<file path="src/rtl/fetch_pkg.sv">
// Shared fetch-unit types and constants.
// Imported by the fetch controller and its neighbours.
package fetch_pkg;

   typedef enum logic [1:0] {
      BOOT  = 2'd0,
      RUN   = 2'd1,
      FAULT = 2'd2
   } fetch_state_e;

   localparam int unsigned INSTR_BYTES      = 4;
   localparam logic [31:0] DEFAULT_RESET_PC = 32'h0000_0000;

endpackage

</file>
<file path="src/rtl/fetch_ctrl.sv">
// Instruction fetch controller: drives the imem address/stop pins and
// presents fetched words to decode over a valid/ready handshake.
module fetch_ctrl
   import fetch_pkg::*;
#(
   parameter logic [31:0] RESET_PC   = DEFAULT_RESET_PC,
   parameter int unsigned IMEM_WORDS = 2048
)(
   input  logic        clk,
   input  logic        rst_n,
   input  logic        i_redirect,
   input  logic [31:0] i_redirect_pc,
   output logic [31:0] o_imem_addr,
   output logic        o_imem_stop,
   input  logic [31:0] i_imem_data,
   output logic [31:0] o_instr,
   output logic [31:0] o_pc,
   output logic        o_valid,
   input  logic        i_ready,
   output logic        o_fault,
   output logic [31:0] o_fetch_count
);

   // 33 bits so the byte limit cannot overflow for large memories
   localparam logic [32:0] LIMIT = 33'(IMEM_WORDS) * 33'(INSTR_BYTES);

   function automatic logic legal(input logic [31:0] a);
      return (a[1:0] == 2'b00) && ({1'b0, a} < LIMIT);
   endfunction

   fetch_state_e state_q;
   logic [31:0]  pc_q;
   logic [31:0]  resp_pc_q;
   logic         resp_valid_q;
   logic [31:0]  count_q;

   logic faulted;
   logic stop;
   logic handshake;

   assign faulted   = (state_q == FAULT);
   assign o_valid   = resp_valid_q & ~faulted;
   assign stop      = (o_valid & ~i_ready & ~i_redirect)
                    | (faulted & ~i_redirect);
   assign handshake = o_valid & i_ready;

   assign o_imem_addr   = pc_q;
   assign o_imem_stop   = stop;
   assign o_instr       = i_imem_data;
   assign o_pc          = resp_pc_q;
   assign o_fault       = faulted;
   assign o_fetch_count = count_q;

   always_ff @(posedge clk or negedge rst_n) begin
      if (!rst_n) begin
         state_q      <= BOOT;
         pc_q         <= RESET_PC;
         resp_pc_q    <= 32'd0;
         resp_valid_q <= 1'b0;
         count_q      <= 32'd0;
      end else begin
         if (handshake)
            count_q <= count_q + 32'd1;
         if (i_redirect) begin
            resp_valid_q <= 1'b0;
            if (legal(i_redirect_pc)) begin
               pc_q    <= i_redirect_pc;
               state_q <= RUN;
            end else begin
               state_q <= FAULT;
            end
         end else if (!stop) begin
            // BOOT is a single settling cycle; the first issue happens in RUN
            unique case (state_q)
               BOOT: state_q <= legal(pc_q) ? RUN : FAULT;
               RUN: begin
                  if (legal(pc_q)) begin
                     resp_pc_q    <= pc_q;
                     resp_valid_q <= 1'b1;
                     pc_q         <= pc_q + 32'd4;
                  end else begin
                     state_q      <= FAULT;
                     resp_valid_q <= 1'b0;
                  end
               end
               default: ;
            endcase
         end
      end
   end

endmodule
</file>
<file path="config.mk">
export PLATFORM = sky130hd
export DESIGN_NAME = fetch_ctrl
export DESIGN_NICKNAME = d
export VERILOG_FILES = /design/src/rtl/fetch_pkg.sv /design/src/rtl/fetch_ctrl.sv
export SDC_FILE = /design/constraint.sdc
export NUM_CORES = 1
export LEC_CHECK = 0
export BUFFER_PORTS_ARGS = -buffer_cell sky130_fd_sc_hd__buf_2
export CAP_MARGIN = 20
export CELL_PAD_IN_SITES_DETAIL_PLACEMENT = 1
export CELL_PAD_IN_SITES_GLOBAL_PLACEMENT = 2
export CORE_MARGIN = 5
export CORE_UTILIZATION = 25
export CTS_CLUSTER_SIZE = 28
export DETAILED_ROUTE_END_ITERATION = 8
export PLACE_DENSITY = 0.87
export SYNTH_ARGS = -nofsm -noshare
export SYNTH_HDL_FRONTEND = slang
export SYNTH_SLANG_ARGS = --single-unit
</file>
<file path="constraint.sdc">
create_clock -name clk -period 2 [get_ports clk]
set_input_delay 0.2 -clock clk [delete_from_list [all_inputs] [get_ports clk]]
set_output_delay 0.2 -clock clk [all_outputs]
set_load 0.005 [all_outputs]
</file>
==> results.cfg <==
[status]
status = completed

[drt]
routed_via_density = 4.649
drcViolationCount = 0
finalWirelength_um = 13000
first_pass_iters = 4
dr_total_vias = 3603
wl_per_cell_um = 16.78
ant_nets = 0
initialDrtViolationCount = 140

[sta]
rsz0062_at_grt = yes
setup_viol = 0
fmax_mhz = 505.7
worst_pin_slew_ns = 0.4460
drv_slew = 0
fin_tns_setup_ns = 0
period_needed_ns = 1.978
finalHoldViolations = 0
relSlewSlack = 0.7004
period_share = 0.9888
finClkSkew_ns = 0.007020

[synth]
synth_top_area_share = 0.5486
synth_area_leaders = dfrtp_1, buf_4, and2_1
synth_cell_types = 50
yosysSeqAreaShare = 0.5486
synth_ff_type = dfrtp_1
syn_inst = 413
synth_top_area_cell = dfrtp_1
netlist_area_sq_um = 4516
synthArstFlopShare = 1.000
synth-edff-count = 0
syn_area_per_cell_sq_um = 10.93
ys_seq_elements = 99
yosys_warnings = 0
synth_nets = 483

[pwr]
leakagePower_nw = 3.033
power.total_mw = 3.624
peakVddDrop_mv = 0.3615
power_density_nw_per_um2 = 632.3

[setup_path]
cp_slowest_stage_delay_ns = 0.49
cp-end-kind = register
start_kind = register
crit_fanout = 5
worst_path_max_delay_cell = or4b_4
cp_data_arrival_time_ns = 2.24
path_cells = nor4_4 -> nand4_4 -> or3_4 -> or4b_4 -> o221ai_2
path_class = register to register
required_ns = 2.26

[cells_and_area]
num-nets-final = 615
drive_gt1_frac = 0.3571
syn_to_final_growth_pct = 26.93
final_cell_mix = buf_2, dfrtp_1, nand2_1
layout_commonest_cell = buf_2
num-fill-cells = 2063
antennaDiodeCount = 0

[clock_tree]
clk_pin_slew_ns = 0.07
cts_buffer_depth = 2
cts_sinks = 99
clk_latency_ns = 0.34
root_buffer = clkbuf_16
htreeDepth = 3
cts_tree = done
cts_buffers = 9

[place]
place_congestion = 0.8293
post-dp-hpwl_um = 10040
portBuffers = 134

[die]
dieArea_sq_um = 20850
chipWidth_um = 144.4
num_io_pins = 199
chipHeight_um = 144.4
core-area_sq_um = 17900
start_util = 0.2522
rows = 49

[global_routing]
grt_pass1_vias = 3939
grt_max_degree = 36
grt_antenna_before_repair = 0
grt_usage = 0.1272
grt_first_pass_wirelength_um = 20910
grt-ovfl-total = 0

[job]
drv_cap = 0

[min_path]
hp-class = input port to register
layout make-up:
| cell class | instances | area (sq um) | area share |
|---|---|---|---|
| clock inverter | 1 | 5.005 | 0.0008732 |
| sequential | 99 | 2477 | 0.4322 |
| inverter | 6 | 22.52 | 0.003929 |
| clock buffer | 11 | 232.7 | 0.04060 |
| timing repair buffer | 166 | 948.4 | 0.1655 |
| multi-input combinational | 263 | 1759 | 0.3069 |
| tap | 229 | 286.5 | 0.04999 |
cells by family (layout without fill, tap and decap cells):
family,count (synthesis),count (layout),share of synthesized area
buffers and inverters,51,184,0.06927
flip-flops,99,99,0.5486
AO/OA/AOI/OAI,30,30,0.04905
AND/OR/NAND/NOR,193,193,0.2524
XOR/XNOR,33,33,0.06401
multiplexers,5,5,0.01108
adder cells (fa/ha/maj),2,2,0.005541
sequential cells by signal, summed over array words and instances, names as in the netlist:
signal         count
resp_valid_q       1
o_pc              32
o_fetch_count     32
o_imem_addr       32
state_q            2
power by group:
group | switching [mW] | internal (mW)
sequential | 0.000172 | 2.00
clock | 0.696 | 0.815
combinational | 0.0689 | 0.0420
total | 0.765 | 2.86
final timing paths:
| path | end | cells past startpoint | slack (ns) | startpoint |
|---|---|---|---|---|
| max | o_imem_addr[11]$_DFFE_PN0P_ | 5 | 0.02 | o_imem_addr[20]$_DFFE_PN0P_ |
| min | o_imem_addr[9]$_DFFE_PN0P_ | 3 | 0.13 | i_redirect_pc[9] |
| max reg2reg | o_imem_addr[11]$_DFFE_PN0P_ | 5 | 0.02 | o_imem_addr[20]$_DFFE_PN0P_ |
| min reg2reg | o_pc[5]$_DFFE_PN0P_ | 2 | 0.46 | o_pc[5]$_DFFE_PN0P_ |
| max in group asynchronous | o_pc[14]$_DFFE_PN0P_ | 3 | 1.07 | rst_n |
| min in group asynchronous | o_imem_addr[31]$_DFFE_PN0P_ | 2 | 0.32 | rst_n |
worst max-delay path: cells and delay by family (launching register included):
family	cells	cell delay, ns
AND/OR/NAND/NOR	4	1.41
AO/OA/AOI/OAI	1	0.07
flip-flops	1	0.42
cells in the mapped netlist, types with 2 or more instances:
cell      count
a211oi_1      3
a21oi_1       3
a31oi_1       3
and2_1       38
and3_1       15
and4_1        7
buf_4        32
clkbuf_1     12
dfrtp_1      99
ha_1          2
inv_1         6
mux2i_1       5
nand2_1      54
nand2b_1      2
nand3_1      17
nand4_1      11
nor2_1       12
nor3_1        9
nor4_1        9
nor4_4        4
o21ai_0       5
o21ai_1       2
o221a_2       2
or3_1         4
xnor2_1      27
xor2_1        6
metal layers:
| metal | vias to the layer above | global-route usage | part of all wire |
|---|---|---|---|
| met1 | 1812 | 0.1531 | 0.41 |
| met3 | 32 | 0.03009 | 0.056 |
| met2 | 107 | 0.2136 | 0.51 |
| li1 | 1652 | - | - |
| met4 | 0 | 0.06186 | 0.025 |
| met5 | - | 0 | 0 |
repair_timing:
item | 4_1_cts | 5_1_grt
hold endpoints to repair | 21 | 0
hold buffers | 1 | 0
endpoints found under the setup margin | 39 | 8
pin swaps | 1 | 4
buffers inserted | 2 | 2
resized for setup | 1 | 6
stage by stage:
step,cell area [sq um],setup WS (ns),util,hold slack (ns),instances
3_5_place_dp,5413,-0.05427,0.3023,0.1374,758
2_1_floorplan,4516,0.02352,-,-0.09559,413
3_3_place_gp,5413,0.02628,0.3023,0.1299,758
6_report,5732,0.02249,0.3202,0.1272,775
5_1_grt,5732,-0.05414,0.3202,0.1340,775
4_1_cts,5680,0.001870,0.3173,0.1111,773
Note: power is estimated with default switching activity, not from simulation.
